[config.mk]
export PLATFORM = sky130hd
export DESIGN_NAME = sram_fi_bist
export DESIGN_NICKNAME = d
export VERILOG_FILES = /design/src/rtl/sram_fi_bist.sv
export SDC_FILE = /design/constraint.sdc
export NUM_CORES = 2
export LEC_CHECK = 0
export CORE_UTILIZATION = 30
export CTS_CLUSTER_SIZE = 20
export DETAILED_ROUTE_END_ITERATION = 12
export GPL_TIMING_DRIVEN = 0
export PLACE_DENSITY = 0.47
export SETUP_SLACK_MARGIN = 0.4
export SYNTH_ARGS = -nofsm -noshare
export SYNTH_HDL_FRONTEND = slang
export SYNTH_SLANG_ARGS = --single-unit
[constraint.sdc]
create_clock -name clk -period 8 [get_ports clk]
set_input_delay 1.2 -clock clk [delete_from_list [all_inputs] [get_ports clk]]
set_output_delay 1.2 -clock clk [all_outputs]
set_load 0.02 [all_outputs]
[src/rtl/sram_fi_bist.sv]
// ============================================================================
// sram_fi_bist : 1RW + 1R SRAM model with stuck-at fault injection and March C- style BIST
// Revision 1.0
// ============================================================================
`default_nettype none

module sram_fi_bist #(
  parameter int DATA_WIDTH  = 32,
  parameter int ADDR_WIDTH  = 5,
  parameter int NUM_WMASKS  = DATA_WIDTH / 8,
  parameter int NUM_FAULTS  = 4,
  localparam int IDX_W      = (NUM_FAULTS > 1) ? $clog2(NUM_FAULTS) : 1,
  localparam int BIT_W      = $clog2(DATA_WIDTH)
) (
  input  logic                  clk,
  input  logic                  rst_n,
  input  logic                  csb0,
  input  logic                  web0,
  input  logic [NUM_WMASKS-1:0] wmask0,
  input  logic [ADDR_WIDTH-1:0] addr0,
  input  logic [DATA_WIDTH-1:0] din0,
  output logic [DATA_WIDTH-1:0] dout0,
  input  logic                  csb1,
  input  logic [ADDR_WIDTH-1:0] addr1,
  output logic [DATA_WIDTH-1:0] dout1,
  input  logic                  cfg_we,
  input  logic [IDX_W-1:0]      cfg_idx,
  input  logic [ADDR_WIDTH-1:0] cfg_addr,
  input  logic [BIT_W-1:0]      cfg_bit,
  input  logic [1:0]            cfg_type,
  input  logic                  bist_start,
  output logic                  bist_busy,
  output logic                  bist_done,
  output logic                  bist_fail,
  output logic [ADDR_WIDTH-1:0] bist_fail_addr,
  output logic [15:0]           fault_hits
);

  localparam int RAM_DEPTH = 2 ** ADDR_WIDTH;

  typedef enum logic [2:0] {
    S_IDLE    = 3'd0,
    S_W0_UP   = 3'd1,
    S_R0W1_UP = 3'd2,
    S_R1W0_DN = 3'd3,
    S_R0_UP   = 3'd4,
    S_DONE    = 3'd5
  } state_t;

  logic [DATA_WIDTH-1:0] mem [RAM_DEPTH];

  logic [ADDR_WIDTH-1:0] ft_addr_q [NUM_FAULTS];
  logic [ADDR_WIDTH-1:0] ft_addr_d [NUM_FAULTS];
  logic [BIT_W-1:0]      ft_bit_q  [NUM_FAULTS];
  logic [BIT_W-1:0]      ft_bit_d  [NUM_FAULTS];
  logic [1:0]            ft_type_q [NUM_FAULTS];
  logic [1:0]            ft_type_d [NUM_FAULTS];

  state_t                state_q, state_d;
  logic [ADDR_WIDTH-1:0] baddr_q, baddr_d;
  logic                  busy_q, busy_d;
  logic                  done_q, done_d;
  logic                  fail_q, fail_d;
  logic [ADDR_WIDTH-1:0] fail_addr_q, fail_addr_d;
  logic [15:0]           hits_q, hits_d;
  logic [DATA_WIDTH-1:0] dout0_q, dout0_d;
  logic [DATA_WIDTH-1:0] dout1_q, dout1_d;

  logic [DATA_WIDTH-1:0] lane_bits;
  logic                  wr_en;
  logic                  port_we;
  logic [ADDR_WIDTH-1:0] wr_addr;
  logic [DATA_WIDTH-1:0] wr_data;
  logic [DATA_WIDTH-1:0] wr_bits;
  logic [DATA_WIDTH-1:0] wr_data_f;
  logic                  wr_hit;
  logic [DATA_WIDTH-1:0] bist_rd;
  logic [DATA_WIDTH-1:0] bist_exp;
  logic                  bist_cmp;

  // Bits forced high / low at a given address by all active table entries.
  function automatic logic [DATA_WIDTH-1:0] sa1_mask(input logic [ADDR_WIDTH-1:0] a);
    logic [DATA_WIDTH-1:0] m;
    m = '0;
    for (int i = 0; i < NUM_FAULTS; i++)
      if (ft_type_q[i] == 2'b10 && ft_addr_q[i] == a) m[ft_bit_q[i]] = 1'b1;
    return m;
  endfunction

  function automatic logic [DATA_WIDTH-1:0] sa0_mask(input logic [ADDR_WIDTH-1:0] a);
    logic [DATA_WIDTH-1:0] m;
    m = '0;
    for (int i = 0; i < NUM_FAULTS; i++)
      if (ft_type_q[i] == 2'b01 && ft_addr_q[i] == a) m[ft_bit_q[i]] = 1'b1;
    return m;
  endfunction

  // Stuck-at-0 is applied last so it wins over stuck-at-1 on the same bit.
  function automatic logic [DATA_WIDTH-1:0] apply_faults(input logic [DATA_WIDTH-1:0] d,
                                                         input logic [ADDR_WIDTH-1:0] a);
    return (d | sa1_mask(a)) & ~sa0_mask(a);
  endfunction

  for (genvar g = 0; g < NUM_WMASKS; g++) begin : g_lane
    assign lane_bits[8*g +: 8] = {8{wmask0[g]}};
  end

  always_comb begin
    port_we = !busy_q && !csb0 && !web0;
    wr_en   = port_we;
    wr_addr = addr0;
    wr_data = din0;
    wr_bits = lane_bits;
    if (state_q == S_W0_UP || state_q == S_R0W1_UP || state_q == S_R1W0_DN) begin
      wr_en   = 1'b1;
      wr_addr = baddr_q;
      wr_data = (state_q == S_R0W1_UP) ? '1 : '0;
      wr_bits = '1;
    end
    wr_data_f = apply_faults(wr_data, wr_addr);
    wr_hit    = port_we && (|((sa1_mask(wr_addr) | sa0_mask(wr_addr)) & wr_bits));
  end

  always_ff @(posedge clk) begin
    if (wr_en) mem[wr_addr] <= (mem[wr_addr] & ~wr_bits) | (wr_data_f & wr_bits);
  end

  always_comb begin
    for (int i = 0; i < NUM_FAULTS; i++) begin
      ft_addr_d[i] = ft_addr_q[i];
      ft_bit_d[i]  = ft_bit_q[i];
      ft_type_d[i] = ft_type_q[i];
    end
    if (cfg_we && (32'(cfg_idx) < NUM_FAULTS)) begin
      ft_addr_d[cfg_idx] = cfg_addr;
      ft_bit_d[cfg_idx]  = cfg_bit;
      ft_type_d[cfg_idx] = cfg_type;
    end
  end

  // Reads sample the array before this edge's write lands, giving old data on collision.
  always_comb begin
    dout0_d = dout0_q;
    dout1_d = dout1_q;
    if (!busy_q && !csb0 && web0) dout0_d = apply_faults(mem[addr0], addr0);
    if (!busy_q && !csb1)         dout1_d = apply_faults(mem[addr1], addr1);
    hits_d = (wr_hit && hits_q != 16'hFFFF) ? hits_q + 16'd1 : hits_q;
  end

  always_comb begin
    bist_rd  = apply_faults(mem[baddr_q], baddr_q);
    bist_exp = (state_q == S_R1W0_DN) ? '1 : '0;
    bist_cmp = (state_q == S_R0W1_UP) || (state_q == S_R1W0_DN) || (state_q == S_R0_UP);

    state_d     = state_q;
    baddr_d     = baddr_q;
    busy_d      = busy_q;
    done_d      = done_q;
    fail_d      = fail_q;
    fail_addr_d = fail_addr_q;

    case (state_q)
      S_IDLE: begin
        if (bist_start) begin
          state_d     = S_W0_UP;
          baddr_d     = '0;
          busy_d      = 1'b1;
          done_d      = 1'b0;
          fail_d      = 1'b0;
          fail_addr_d = '0;
        end
      end
      S_W0_UP: begin
        baddr_d = baddr_q + 1'b1;
        if (baddr_q == '1) state_d = S_R0W1_UP;
      end
      S_R0W1_UP: begin
        if (baddr_q == '1) state_d = S_R1W0_DN;
        else               baddr_d = baddr_q + 1'b1;
      end
      S_R1W0_DN: begin
        if (baddr_q == '0) state_d = S_R0_UP;
        else               baddr_d = baddr_q - 1'b1;
      end
      S_R0_UP: begin
        baddr_d = baddr_q + 1'b1;
        if (baddr_q == '1) begin
          state_d = S_DONE;
          busy_d  = 1'b0;
          done_d  = 1'b1;
        end
      end
      S_DONE:  state_d = S_IDLE;
      default: state_d = S_IDLE;
    endcase

    if (bist_cmp && bist_rd != bist_exp) begin
      fail_d = 1'b1;
      if (!fail_q) fail_addr_d = baddr_q;
    end
  end

  always_ff @(posedge clk or negedge rst_n) begin
    if (!rst_n) begin
      state_q     <= S_IDLE;
      baddr_q     <= '0;
      busy_q      <= 1'b0;
      done_q      <= 1'b0;
      fail_q      <= 1'b0;
      fail_addr_q <= '0;
      hits_q      <= '0;
      dout0_q     <= '0;
      dout1_q     <= '0;
      for (int i = 0; i < NUM_FAULTS; i++) begin
        ft_addr_q[i] <= '0;
        ft_bit_q[i]  <= '0;
        ft_type_q[i] <= 2'b00;
      end
    end else begin
      state_q     <= state_d;
      baddr_q     <= baddr_d;
      busy_q      <= busy_d;
      done_q      <= done_d;
      fail_q      <= fail_d;
      fail_addr_q <= fail_addr_d;
      hits_q      <= hits_d;
      dout0_q     <= dout0_d;
      dout1_q     <= dout1_d;
      for (int i = 0; i < NUM_FAULTS; i++) begin
        ft_addr_q[i] <= ft_addr_d[i];
        ft_bit_q[i]  <= ft_bit_d[i];
        ft_type_q[i] <= ft_type_d[i];
      end
    end
  end

  assign dout0          = dout0_q;
  assign dout1          = dout1_q;
  assign bist_busy      = busy_q;
  assign bist_done      = done_q;
  assign bist_fail      = fail_q;
  assign bist_fail_addr = fail_addr_q;
  assign fault_hits     = hits_q;

endmodule

`default_nettype wire

### Yosys cells after proc, flatten, opt, wreduce, memory -nomap -nowiden

Memories as Yosys holds them, arrays and structs flattened.
Cells that the tools add are included.

* register bits: 144
* bits in writable memories: 1024
* bits of input ports: 67
* output and inout port bits: 88
* word-level logic and storage cells: 273
* memories: 1

Memories
* mem: depth 32, bits a word 32, read ports 4, clocked after memory_dff 0, wr ports 1, line 50 `logic [DATA_WIDTH-1:0] mem [RAM_DEPTH];`

* $add $sub $neg: 3
* order comparisons: 10
* eq/ne operators: 38
* mux-type cells: 93
* bitwise gates (word level): 43
* reductions and logical operators: 64

Operator list (number)
* 2-to-1 mux 32 bit: 52
* bitwise OR 32 bit: 30
* bitwise AND 32 bit: 7
* inverter 32 bit: 5
* == test 5 bit: 16
* 2-to-1 mux 5 bit: 9
* logical AND 1 bit: 44
* bitwise mux 20 bit: 2
* != test 32 bit: 1
* OR reduction 32 bit: 1
* less-than comparator 5 x 6 -> 1 bit (second input constant): 4
* demux 1 bit (select 5 bit): 4
* greater-or-equal comparator 5 x 1 -> 1 bit (second input constant): 4
* one-hot mux 5 bit (4 select lines): 1
* adder 16 x 1 -> 16 bit (second input constant): 1
* != test 16 bit (second input constant): 1
* 2-to-1 mux 3 bit: 5
* one-hot mux 3 bit (5 select lines): 1
* 2-to-1 mux 1 bit: 13
* demux 5 bit (select 2 bit): 1
* bitwise mux 8 bit: 1
* == test 2 x 1 -> 1 bit (second input constant): 4
* == test 2 bit (second input constant): 4
* != test 2 x 1 -> 1 bit (second input constant): 4
* other kinds (24): 36

### Depth between registers and ports, before layout

* depth after elaboration: 18
* mapped depth: 18
* mapped depth without buffers: 12

### Least setup slack after synthesis

OpenSTA, ideal clock, no wires.

* path type: in2reg
* start: in addr0[0]
* end: mem mem[0][6], data pin
* library setup time: 0.563 ns
* arrival: 4.953 ns
* required time: 7.437 ns
* slack: 2.484 ns
* cell stages on the path: 9
* path buffers: 2
* path through: clkbuf_1 -> mux2i_4 -> buf_2 -> a2bb2oi_1 -> nand3_2 -> nor3_2 -> a221oi_1 -> and2_1 -> o41ai_1

* cells in the longest elaborated chain, start to end: 14
* elaborated cells on any way between the ends: 34
* those cells by class: eq/ne (4); mux (9); bitwise (12); reduce/logical (8); memory (1)

Ends and longest elaborated chain
* from (decl): line 20 `input logic [ADDR_WIDTH-1:0] addr0,`
* 2-to-1 mux 5 bit (*): line 114 `if (state_q == S_W0_UP || state_q == S_R0W1_UP || state_q == S_R1W0_DN) begin`
* == test 5 bit: line 86, 94
* logical AND 1 bit, on equally long branches: line 86, 94
* 2-to-1 mux 32 bit, on equally long branches: line 86, 94
* bitwise OR 32 bit (no source line)
* 2-to-1 mux 32 bit, on equally long branches: line 86, 94
* bitwise OR 32 bit (no source line)
* 2-to-1 mux 32 bit, on equally long branches: line 86, 94
* bitwise OR 32 bit (no source line)
* 2-to-1 mux 32 bit, on equally long branches: line 86, 94
* bitwise OR 32 bit or inverter 32 bit (tied branches): line 101 `return (d | sa1_mask(a)) & ~sa0_mask(a);`
* bitwise AND 32 bit: line 101
* bitwise AND 32 bit: line 125 `if (wr_en) mem[wr_addr] <= (mem[wr_addr] & ~wr_bits) | (wr_data_f & wr_bits);`
* bitwise OR 32 bit (*): line 125
* to (decl): line 50

Every way passes the cells marked *; elsewhere a longest branch is shown, timed or not.

### Final worst setup path

* start: reg baddr_q[4]
* end: mem mem[19][7], data pin

* cells in the longest elaborated chain, start to end: 14
* elaborated cells on any way between the ends: 34
* those cells by class: eq/ne (4); mux (9); bitwise (12); reduce/logical (8); memory (1)

Ends and longest elaborated chain
* from (decl): line 60 `logic [ADDR_WIDTH-1:0] baddr_q, baddr_d;`
* from (signal assigned): line 221 `baddr_q <= baddr_d;`
* 2-to-1 mux 5 bit (*): line 114
* == test 5 bit: line 86, 94
* logical AND 1 bit, on equally long branches: line 86, 94
* 2-to-1 mux 32 bit, on equally long branches: line 86, 94
* bitwise OR 32 bit (no source line)
* 2-to-1 mux 32 bit, on equally long branches: line 86, 94
* bitwise OR 32 bit (no source line)
* 2-to-1 mux 32 bit, on equally long branches: line 86, 94
* bitwise OR 32 bit (no source line)
* 2-to-1 mux 32 bit, on equally long branches: line 86, 94
* bitwise OR 32 bit or inverter 32 bit (tied branches): line 101
* bitwise AND 32 bit: line 101
* bitwise AND 32 bit: line 125
* bitwise OR 32 bit (*): line 125

Marked as above.

==> results.json <==
{
  "htree_levels": 4,
  "initialDrtViolationCount": 14497,
  "cts_sinks": 1168,
  "cp-start-kind": "flop",
  "clkTransAtPathRegs_ps": 60,
  "cp-end-kind": "flop",
  "p_per_area_nw_per_um2": 171,
  "io_pins": 155,
  "vdd_drop_max_v": 0.000262,
  "path_max_fanout": 24,
  "min_path_type": "in -> async",
  "yosysWarnings": 0,
  "criticalPathCategory": "reg -> reg",
  "fin_nets": 5939,
  "grt_max_degree": 82,
  "period_share_pct": 103,
  "hold_buffers": 0,
  "rsz0062_at_grt": "false",
  "vias": 74355,
  "period_minus_slack_ps": 8230,
  "status": "finished, violations left",
  "worstMarginPinSlew_ps": 1850,
  "place.gp.congestion": 1.07,
  "cts.root.buffer_cell": "clkbuf_16",
  "avgViaCountPerCell": 7.81,
  "finalWorstSetupSlack_ps": -234,
  "relSlewSlack_pct": -26.7,
  "postSynthAreaPerCell_um2": 14.6,
  "drc": 0,
  "crit_arrival_ps": 8830,
  "start_util_pct": 30.1,
  "p_leak_nw": 28.0,
  "p_total_mw": 16.1,
  "netlist.area_leader.share_pct": 39.3,
  "postRouteAntennaNets": 0,
  "synth_flop_cell": "edfxtp_1",
  "synth_seq_cells": 1168,
  "r2r_slack_ps": -230,
  "synth_top_area_cell": "edfxtp_1",
  "tritoncts": "built",
  "antenna_found_initial": 89,
  "core_area_um2": 259000,
  "drv_slew": 151,
  "seq_area_um2": 34400,
  "wl_per_cell_um": 66.5,
  "ys_seq_area_share_pct": 44.0,
  "clock_path_buffers": 3,
  "synth-edff-count": 1024,
  "grt_pass1_vias": 65984,
  "multiInputGateArea_um2": 42000,
  "clock_latency_ps": 890,
  "async_flop_share_pct": 12.3,
  "routed_wl_um": 633000,
  "num_rows": 187,
  "ys_types": 101,
  "reg2reg_depth": 12,
  "ys_top_cells_by_area": "edfxtp_1 39%, mux4_2 31%, dfrtp_1 4.6%",
  "final-setup-viol-count": 94,
  "cts_buffers": 148,
  "grt_overflow": 0,
  "cap_violations": 26,
  "dieArea_um2": 263000,
  "die_x_um": 512,
  "gr-usage-all-layers_pct": 47.2,
  "violations": "max-capacitance violations, max-slew violations, negative setup slack",
  "hold_viol": 0,
  "worstReg2RegEnd": "mem[19][7]",
  "die_h_um": 512,
  "whs_ps": 278,
  "skew_ps": 36.1,
  "grt_pass1_wl_um": 780000,
  "detailed_place_hpwl_um": 469000,
  "syn_area_um2": 78100,
  "syn-num-nets": 5419,
  "syn_to_final_growth_pct": 20.2,
  "drt_first_pass_iters": 9,
  "fmax_mhz": 121,
  "drive_above_1_share_pct": 34.7,
  "crit_required_ps": 8600,
  "synthCells": 5347,
  "r2r_start": "baddr_q[4]",
  "fillers": 24560,
  "portBuffers": 147
}
## per-layer routing
layer	wire length [um]	share of wire (%)	GRT usage (%)
met1	208000	33	51.2
met5	892	0.14	5.04
met3	99400	16	26.2
met2	253000	40	64.5
met4	72300	11	43.0
## kinds of logic (layout without fill, tap and decap cells)
logic type | count (synthesis) | in the layout | share of synthesized area (%)
and+or+nand+nor | 1062 | 1062 | 6.57
adders and majority gates | 5 | 5 | 0.0897
buffers and inverters | 544 | 1185 | 3.11
other | 0 | 126 | 0
xor gates and xnor gates | 73 | 73 | 0.847
AOI/OAI and AO/OA | 1085 | 1085 | 9.99
DFF | 1168 | 1168 | 44.0
muxes | 1410 | 1410 | 35.4
## power by group
group	leakage (nW)	switching, mW	internal, mW	total (mW)
registers	9.26	0.0743	6.59	6.67
logic	16.4	1.80	0.568	2.37
clock network	2.36	3.10	3.95	7.05
total	28.0	4.98	11.1	16.1
## through the flow
stage | util [%] | area, um2 | TNS (ps) | std cells | setup WS [ps]
floorplan | - | 78200 | 0 | 5347 | 2480
global placement | 32.4 | 83900 | -6814550 | 8896 | -5440
detailed placement | 34.2 | 88700 | -115950 | 9110 | -642
CTS | 36.1 | 93600 | 0 | 9383 | 412
global route | 36.2 | 93800 | 0 | 9452 | 438
finish | 36.2 | 94000 | -9600 | 9516 | -234
## flip-flops by register name, summed over array words and instances, names as in the netlist
| signal | cells |
|---|---|
| mem | 1024 |
| dout0 | 32 |
| dout1 | 32 |
| ft_addr_q | 20 |
| ft_bit_q | 20 |
| fault_hits | 16 |
| ft_type_q | 8 |
| baddr_q | 5 |
| bist_fail_addr | 5 |
| state_q | 3 |
| bist_busy | 1 |
| bist_done | 1 |
| bist_fail | 1 |
## critical path: stages (launching register included)
cell,delay (ps)
dfrtp_1,620
buf_2,580
clkinv_1,990
buf_6,570
o21ai_1,630
clkbuf_1,1130
buf_1,1140
a21oi_1,70
a21oi_1,180
o22ai_1,140
o21ai_1,1030
o31ai_4,470
buf_8,310
## final cells by class
type / count / area share [%]
Clock buffer: 189 / 4.29
Tap cell: 3402 / 4.53
Clock inverter: 82 / 0.896
Antenna cell: 126 / 0.336
Multi-Input combinational cell: 3635 / 44.7
Timing Repair Buffer: 370 / 5.77
Buffer: 535 / 2.84
Inverter: 9 / 0.0373
Sequential cell: 1168 / 36.6
## repair_timing
item / 4_1_cts / 5_1_grt
buffers inserted: 2 / 0
endpoints found under the setup margin: 261 / 5
pin swaps: 2 / 0
gates resized for setup: 4 / 4
## cells in the mapped netlist (26+ instances only)
cell type and number:
nor2b_1 55, nand2_1 378, o221ai_1 37, dfrtp_1 144, xor2_1 51, a22oi_1 111
buf_6 29, a32oi_1 26, edfxtp_1 1024, mux4_2 1075, buf_2 48, nand4_1 48
mux2_2 64, mux2i_1 265, o21ai_0 34, a221oi_1 114, a211oi_1 44, a21o_1 59
nand3_1 89, clkbuf_1 293, a2111oi_0 61, a21oi_1 126, nor2_1 231, o22ai_1 339
buf_1 136, nor3_1 77
## how the worst max path moves through the flow
stage                     from                end
floorplan             addr0[0]          mem[0][6]
global placement      addr0[0]          mem[0][2]
detailed placement    addr0[0]        mem[16][10]
CTS                 baddr_q[1]  bist_fail_addr[0]
global route        baddr_q[4]         mem[22][7]
finish              baddr_q[4]         mem[19][7]
## cell usage in the layout (no fill, tap or decap), drive strengths merged, types with 15 or more instances in the layout
cell           count
diode            126
or2               26
mux2i            268
inv               16
nor2b             55
a22oi            111
buf              446
o21ai             36
edfxtp          1024
a221oi           114
xnor2             22
nor2             232
xor2              51
a21oi            126
nor4              26
a2111oi           61
nor3              83
clkdlybuf4s50    146
a32oi             26
dfrtp            144
a31oi             17
nand4             48
and3              19
o41ai             15
o22ai            339
a21o              59
a22o              18
nor3b             15
a211oi            45
clkinv            57
mux2              66
nand2b            19
o221ai            39
and2              26
nand2            380
clkbuf           492
nand3             91
mux4            1076
Note: power is estimated with default switching activity, not from simulation.
